## config.mk

```make
export PLATFORM = sky130hd
export DESIGN_NAME = mips32_prog_loader_flat
export DESIGN_NICKNAME = d
export VERILOG_FILES = /design/src/rtl/mips32_prog_loader_if.sv /design/src/rtl/mips32_prog_loader.sv /design/src/flat_wrapper.sv
export SDC_FILE = /design/constraint.sdc
export NUM_CORES = 1
export LEC_CHECK = 0
export ABC_AREA = 1
export BUFFER_PORTS_ARGS = -buffer_cell sky130_fd_sc_hd__buf_2
export CORE_ASPECT_RATIO = 0.7
export CORE_MARGIN = 1.5
export CORE_UTILIZATION = 51
export DETAILED_ROUTE_END_ITERATION = 8
export GPL_TIMING_DRIVEN = 0
export HOLD_SLACK_MARGIN = 0.02
export PLACE_DENSITY = 0.75
export SKIP_LAST_GASP = 1
export SLEW_MARGIN = 25
export SYNTH_ARGS = -nofsm -noshare
export SYNTH_HDL_FRONTEND = slang
export SYNTH_SLANG_ARGS = --single-unit
```

## constraint.sdc

```tcl
create_clock -name clk1 -period 3.2 [get_ports clk1]
set_input_delay 0.64 -clock clk1 [delete_from_list [all_inputs] [get_ports clk1]]
set_output_delay 0.64 -clock clk1 [all_outputs]
set_load 0.02 [all_outputs]
```

## src/rtl/mips32_prog_loader_if.sv

```systemverilog
// mips32_prog_loader_if: byte-stream input, instruction-memory write port and status bundle for the program loader
//   start/in_valid/in_data : stream side, driven by the host
//   in_ready               : loader accepts a byte this cycle
//   mem_we/mem_addr/mem_wdata : single word write port into the core's instruction memory
//   cpu_hold/load_done/load_err/words_loaded : loader status
interface mips32_prog_loader_if #(parameter int ADDR_W = 10);
  logic              start;
  logic              in_valid;
  logic [7:0]        in_data;
  logic              in_ready;
  logic              mem_we;
  logic [ADDR_W-1:0] mem_addr;
  logic [31:0]       mem_wdata;
  logic              cpu_hold;
  logic              load_done;
  logic              load_err;
  logic [ADDR_W:0]   words_loaded;
  modport master (output start, in_valid, in_data,
                  input in_ready, mem_we, mem_addr, mem_wdata, cpu_hold, load_done, load_err, words_loaded);
  modport slave  (input start, in_valid, in_data,
                  output in_ready, mem_we, mem_addr, mem_wdata, cpu_hold, load_done, load_err, words_loaded);
endinterface

```

## src/rtl/mips32_prog_loader.sv

```systemverilog
// mips32_prog_loader: framed byte-serial loader writing 32-bit big-endian words into the pipe_MIPS32 instruction memory
//   clk1 : clock, rst : asynchronous active-high reset
//   bus  : mips32_prog_loader_if slave (stream in, memory write port, hold/done/err/words_loaded status)
//   Frame: MAGIC, N[15:8], N[7:0], 4N payload bytes MSB first, XOR checksum of the payload.
//   Optional: define LOADER_TIMEOUT_EN to abort a frame after TIMEOUT_CYC idle cycles.
module mips32_prog_loader #(
  parameter int         ADDR_W      = 10,
  parameter int         BASE_ADDR   = 0,
  parameter int         MAX_WORDS   = 1024,
  parameter logic [7:0] MAGIC       = 8'hA5,
  parameter int         TIMEOUT_CYC = 4096
) (
  input logic                clk1,
  input logic                rst,
  mips32_prog_loader_if.slave bus
);
  typedef enum logic [2:0] {IDLE, CNT_HI, CNT_LO, DATA, CHK, DONE, ERR} state_t;
  state_t            r_state, w_next;
  logic [15:0]       r_n;
  logic [1:0]        r_lane;
  logic [23:0]       r_shift;
  logic [7:0]        r_chk;
  logic [ADDR_W:0]   r_words;
  logic              r_we;
  logic [ADDR_W-1:0] r_addr;
  logic [31:0]       r_wdata;
  logic              w_acc, w_last, w_to, w_rearm;
  logic [15:0]       w_n_full;
  assign w_acc    = bus.in_valid && bus.in_ready;
  assign w_n_full = {r_n[7:0], bus.in_data};
  assign w_last   = 16'(r_words) + 16'd1 == r_n;
  assign w_rearm  = (r_state == DONE || r_state == ERR) && bus.start;
`ifdef LOADER_TIMEOUT_EN
  localparam int TO_W = $clog2(TIMEOUT_CYC + 1);
  logic [TO_W-1:0] r_to;
  logic            w_in_frame;
  assign w_in_frame = r_state inside {CNT_HI, CNT_LO, DATA, CHK};
  always_ff @(posedge clk1 or posedge rst)
    if (rst) r_to <= '0;
    else     r_to <= (w_acc || !w_in_frame) ? '0 : r_to + 1'b1;
  assign w_to = w_in_frame && !w_acc && r_to == TO_W'(TIMEOUT_CYC - 1);
`else
  assign w_to = TIMEOUT_CYC < 0;
`endif
  always_ff @(posedge clk1 or posedge rst)
    if (rst) r_state <= IDLE;
    else     r_state <= w_next;
  always_comb begin
    w_next = r_state;
    case (r_state)
      IDLE:      w_next = (w_acc && bus.in_data == MAGIC) ? CNT_HI : IDLE;
      CNT_HI:    w_next = w_acc ? CNT_LO : CNT_HI;
      CNT_LO:    w_next = !w_acc ? CNT_LO : (w_n_full == 16'd0) ? CHK : (32'(w_n_full) > MAX_WORDS) ? ERR : DATA;
      DATA:      w_next = (w_acc && r_lane == 2'd3 && w_last) ? CHK : DATA;
      CHK:       w_next = !w_acc ? CHK : (bus.in_data == r_chk) ? DONE : ERR;
      DONE, ERR: w_next = bus.start ? IDLE : r_state;
      default:   w_next = IDLE;
    endcase
    if (w_to) w_next = ERR;
  end
  always_ff @(posedge clk1 or posedge rst)
    if (rst) begin
      r_n     <= '0;
      r_lane  <= '0;
      r_shift <= '0;
      r_chk   <= '0;
      r_words <= '0;
      r_we    <= 1'b0;
      r_addr  <= ADDR_W'(BASE_ADDR);
      r_wdata <= '0;
    end else begin
      r_we <= 1'b0;
      if (w_acc && (r_state == CNT_HI || r_state == CNT_LO)) r_n <= w_n_full;
      if (w_acc && r_state == DATA) begin
        r_shift <= {r_shift[15:0], bus.in_data};
        r_chk   <= r_chk ^ bus.in_data;
        r_lane  <= r_lane + 2'd1;
        if (r_lane == 2'd3) begin
          r_we    <= 1'b1;
          r_addr  <= ADDR_W'(BASE_ADDR) + r_words[ADDR_W-1:0];
          r_wdata <= {r_shift, bus.in_data};
          r_words <= r_words + 1'b1;
        end
      end
      if (w_rearm) begin
        r_lane  <= '0;
        r_chk   <= '0;
        r_words <= '0;
      end
    end
  assign bus.in_ready     = !(r_state == DONE || r_state == ERR);
  assign bus.mem_we       = r_we;
  assign bus.mem_addr     = r_addr;
  assign bus.mem_wdata    = r_wdata;
  assign bus.cpu_hold     = r_state != DONE;
  assign bus.load_done    = r_state == DONE;
  assign bus.load_err     = r_state == ERR;
  assign bus.words_loaded = r_words;
endmodule

```

## src/flat_wrapper.sv

```systemverilog
// flat-port wrapper written by rule: the top's interface ports become plain ports
module mips32_prog_loader_flat 
#(
  parameter int         ADDR_W      = 10,
  parameter int         BASE_ADDR   = 0,
  parameter int         MAX_WORDS   = 1024,
  parameter logic [7:0] MAGIC       = 8'hA5,
  parameter int         TIMEOUT_CYC = 4096
)
  (clk1, rst, bus_start, bus_in_valid, bus_in_data, bus_in_ready, bus_mem_we, bus_mem_addr, bus_mem_wdata, bus_cpu_hold, bus_load_done, bus_load_err, bus_words_loaded);
  mips32_prog_loader_if #(.ADDR_W(ADDR_W)) bus_i ();
  input logic clk1;
  input logic rst;
  input wire logic [$bits(bus_i.start)-1:0] bus_start;
  input wire logic [$bits(bus_i.in_valid)-1:0] bus_in_valid;
  input wire logic [$bits(bus_i.in_data)-1:0] bus_in_data;
  output wire logic [$bits(bus_i.in_ready)-1:0] bus_in_ready;
  output wire logic [$bits(bus_i.mem_we)-1:0] bus_mem_we;
  output wire logic [$bits(bus_i.mem_addr)-1:0] bus_mem_addr;
  output wire logic [$bits(bus_i.mem_wdata)-1:0] bus_mem_wdata;
  output wire logic [$bits(bus_i.cpu_hold)-1:0] bus_cpu_hold;
  output wire logic [$bits(bus_i.load_done)-1:0] bus_load_done;
  output wire logic [$bits(bus_i.load_err)-1:0] bus_load_err;
  output wire logic [$bits(bus_i.words_loaded)-1:0] bus_words_loaded;
  assign bus_i.start = bus_start;
  assign bus_i.in_valid = bus_in_valid;
  assign bus_i.in_data = bus_in_data;
  assign bus_in_ready = bus_i.in_ready;
  assign bus_mem_we = bus_i.mem_we;
  assign bus_mem_addr = bus_i.mem_addr;
  assign bus_mem_wdata = bus_i.mem_wdata;
  assign bus_cpu_hold = bus_i.cpu_hold;
  assign bus_load_done = bus_i.load_done;
  assign bus_load_err = bus_i.load_err;
  assign bus_words_loaded = bus_i.words_loaded;
  mips32_prog_loader #(.ADDR_W(ADDR_W), .BASE_ADDR(BASE_ADDR), .MAX_WORDS(MAX_WORDS), .MAGIC(MAGIC), .TIMEOUT_CYC(TIMEOUT_CYC)) u_core (.clk1(clk1), .rst(rst), .bus(bus_i));
endmodule
```

==> impl_metrics.csv <==
group,metric,value,unit
clock_tree,clk_latency,340,ps
clock_tree,clockBufferDepth,2,
final_layout,design_area,5695,µm²
placement,post-place-ws,1033,ps
global_route,grt_overflow,0,
clock_tree,hold_buffers,0,
sta,clock_skew,5.548,ps
logic_synthesis,synth_top_area_cell,"dfrtp_1",
setup_path,path_common_cell,"nand3_1",
outcome,status,"completed",
power_and_ir_drop,p_int,2.679,mW
sta,max-slew-margin-rel,55.34,%
drt,drcViolationCount,0,
sta,fmax,473.0,MHz
final_layout,final-seq-area,2678,µm²
setup_path,cpPeakStageDelay,480,ps
sta,final.setup.tns,0,ps
clock_tree,tritoncts,"built",
sta,fin_crit_sh,66.07,%
floorplan,die_w,119.5,µm
logic_synthesis,ys_ff_latch,107,
logic_synthesis,synth_warnings,0,
sta,rsz0062_at_grt,"no",
logic_synthesis,synthDistinctLibCells,31,
logic_synthesis,syn_nets,592,
global_route,grt_pass1_wl,19460,µm
drt,firstDrtPassIters,5,
power_and_ir_drop,power_density,761.5,nW/µm²
power_and_ir_drop,switchingPower,1.659,mW
final_layout,fillers,824,
clock_tree,cts_buffers,9,
clock_tree,cts_htree_levels,3,
logic_synthesis,synth_seq_area_share,55.25,%
placement,dp_hpwl,9046,µm
logic_synthesis,syn_area,4846,µm²
final_layout,multiInputGateArea,1794,µm²
drt,wl_per_cell,15.29,µm
setup_path,path_class,"flip-flop to flip-flop",
setup_path,cp.buffers_inverters,0,
drt,postRouteAntennaNets,0,
setup_path,worstPathRequired,3420,ps
setup_path,critPathTopFamily,"simple AND/OR/NAND/NOR gates",
final_layout,drive_gt1_share,17.12,%
floorplan,ios,70,
logic_synthesis,synthTopCellsByCount,"nand2_1, dfrtp_1, o21ai_0, inv_1, nand3_1",
power_and_ir_drop,netSwitchingFraction,38.24,%
global_route,grt_max_degree,32,
power_and_ir_drop,power_frac_clock,24.0,%
floorplan,dieArea,10100,µm²
global_route,grt_antenna_before_repair,0,
power_and_ir_drop,combPwrFrac,30.7,%
clock_tree,postCtsSetupRepairBufs,0,
logic_synthesis,yosysTopAreaCellShare,55.25,%
sta,worst_slew_pin_slew,668.5,ps
sta,hold_viol,0,
floorplan,die_y,84.56,µm
final_layout,nets,675,
logic_synthesis,synth_flop_cell,"dfrtp_1",
power_and_ir_drop,p_leak,2.997,nW
clock_tree,cts_sinks,107,
floorplan,start_util,53.00,%
drt,routed_wl,12080,µm
placement,place_congestion,0.8775,
setup_path,critical_path_peak_fanout,6,
power_and_ir_drop,ir_drop,0.0004195,V
drt,post_drt_via_cell_ratio,5.427,
drt,num_vias,4287,
logic_synthesis,synth.area.top_cells,"dfrtp_1, nand2_1, o21ai_0, inv_1, nand3_1",
sta,slew_viol_final,0,
final_layout,n_antenna_cell,0,
logic_synthesis,syn_area_per_cell,8.384,µm²
logic_synthesis,synth_async_sr_flop_share,100.0,%
final_layout,layout-area-overhead-vs-synth,17.53,%
setup_path,end_kind,"flip-flop",
global_route,grt_pass1_vias,3974,
placement,place_area,5418,µm²
logic_synthesis,yosysMostFrequentCell,"nand2_1",
setup_path,critPathSlowestCell,"dfrtp_1",
power_and_ir_drop,power_frac_seq,45.3,%
setup_path,arrival,2340,ps
worst_hold_path,hold_class,"input port to asynchronous set/reset pin",
sta,finalCriticalPeriod,2114,ps
sta,timing.final.ws_setup,1086,ps
floorplan,rows,29,
setup_path,crit_chain,"ha_1 > nand2_2 > nor2_2 > nand2_2 > nand2_2 > nand3_1 > nand2_1 > nand3_1 > nor2_2 > nand2_1 > nand3_1 > nand3_1",
placement,numPortBuffers,69,
clock_tree,cts_root_buf,"clkbuf_16",
job,drv_cap,0,
drt,drt_iter0_markers,352,
logic_synthesis,synth_edf_count,0,
logic_synthesis,syn_inst,578,
setup_path,crit_path_start_kind,"flip-flop",
sta,setup_viol,0,
power_and_ir_drop,p_total,4.337,mW
sta,fin_hold_ws,391.9,ps
clock_tree,cts_resized,0,
global_route,grt.total_usage,24.86,%
clock_tree,clk_pin_slew,70,ps
floorplan,core,9144,µm²
[worst reg2reg max path, delay by kind of cell, from the launching register on]
kind / cells / cell delay (ps)
adders and majority gates: 1 / 310
DFF: 1 / 480
and+or+nand+nor: 11 / 1210
[logic make-up (layout without fill, tap and decap cells)]
kind of cell / count (synthesis) / count (layout) / share of synthesized area (%)
DFF: 107 / 107 / 55.25
buffers and inverters: 95 / 183 / 7.720
xor gates and xnor gates: 10 / 10 / 2.091
AOI/OAI and AO/OA: 104 / 104 / 11.52
and+or+nand+nor: 260 / 260 / 22.90
adders and majority gates: 2 / 2 / 0.5163
[metrics by stage]
| stage | util, % | std cells |
|---|---|---|
| after floorplan | - | 578 |
| after global placement | 58.51 | 771 |
| after detailed placement | 59.25 | 774 |
| after CTS | 62.29 | 790 |
| after global routing | 62.29 | 790 |
| final | 62.29 | 790 |
[layout by cell type (no fill, tap or decap), types with 2 or more instances in the layout]
| cell type | n |
|---|---|
| xnor2_1 | 2 |
| nand4_1 | 8 |
| buf_12 | 2 |
| dfrtp_1 | 107 |
| nor2_4 | 3 |
| clkbuf_16 | 9 |
| nand2_2 | 8 |
| o22ai_1 | 5 |
| ha_1 | 2 |
| a21oi_1 | 5 |
| o21ai_1 | 6 |
| nor2_1 | 29 |
| nor4_1 | 2 |
| inv_1 | 72 |
| clkinvlp_4 | 2 |
| nor2_2 | 2 |
| buf_2 | 75 |
| a22oi_1 | 7 |
| inv_6 | 2 |
| nand2_1 | 165 |
| nand3_1 | 38 |
| clkbuf_1 | 12 |
| clkinv_2 | 2 |
| buf_4 | 2 |
| xor2_1 | 7 |
| o21ai_0 | 78 |
| nor3_1 | 3 |
[power groups by stage]
stage / sequential (mW) / combinational, mW / clock (mW)
6_report: 1.97 / 1.33 / 1.04
5_1_grt: 2.00 / 1.51 / 1.10
4_1_cts: 1.96 / 1.33 / 1.05
3_5_place_dp: 1.98 / 1.33 / 0
3_3_place_gp: 1.96 / 1.26 / 0
2_1_floorplan: 1.99 / 0.878 / 0
[area by class of cell]
class	instances	area share, %
Sequential cell	107	47.01
Multi-Input combinational cell	376	31.50
Timing Repair Buffer	72	7.250
Inverter	75	5.053
Clock buffer	11	4.262
Tap cell	124	2.724
Buffer	20	1.582
Clock inverter	5	0.6151
[metal layers]
| metal | share of wire, % | vias to the layer above | track usage (%) |
|---|---|---|---|
| li1 | - | 2024 | - |
| met1 | 49 | 2052 | 37.66 |
| met2 | 42 | 182 | 36.42 |
| met3 | 7.4 | 29 | 5.571 |
| met4 | 1.5 | 0 | 6.385 |
| met5 | 0 | - | 0 |
[worst paths after layout]
path	slack [ps]	cells after the start	from	endpoint
worst max-delay path	1090	12	u_core.bus.words_loaded[0]	u_core.r_state[0]
worst min-delay path	390	2	rst	u_core.bus.mem_wdata[18]
worst max register to register	1090	12	u_core.bus.words_loaded[0]	u_core.r_state[0]
worst min register to register	470	2	u_core.r_shift[19]	u_core.bus.mem_wdata[27]
max in group asynchronous	2010	4	rst	u_core.r_n[13]
min in group clk1	470	2	u_core.r_shift[19]	u_core.bus.mem_wdata[27]
[state kept, by name (all words and copies together), names as in the netlist]
| register | count |
|---|---|
| u_core.r_n | 16 |
| u_core.bus.words_loaded | 11 |
| u_core.r_state | 3 |
| u_core.r_shift | 24 |
| u_core.bus.mem_we | 1 |
| u_core.r_lane | 2 |
| u_core.bus.mem_wdata | 32 |
| u_core.bus.mem_addr | 10 |
| u_core.r_chk | 8 |
No activity file was read; power rests on OpenSTA's default activity.
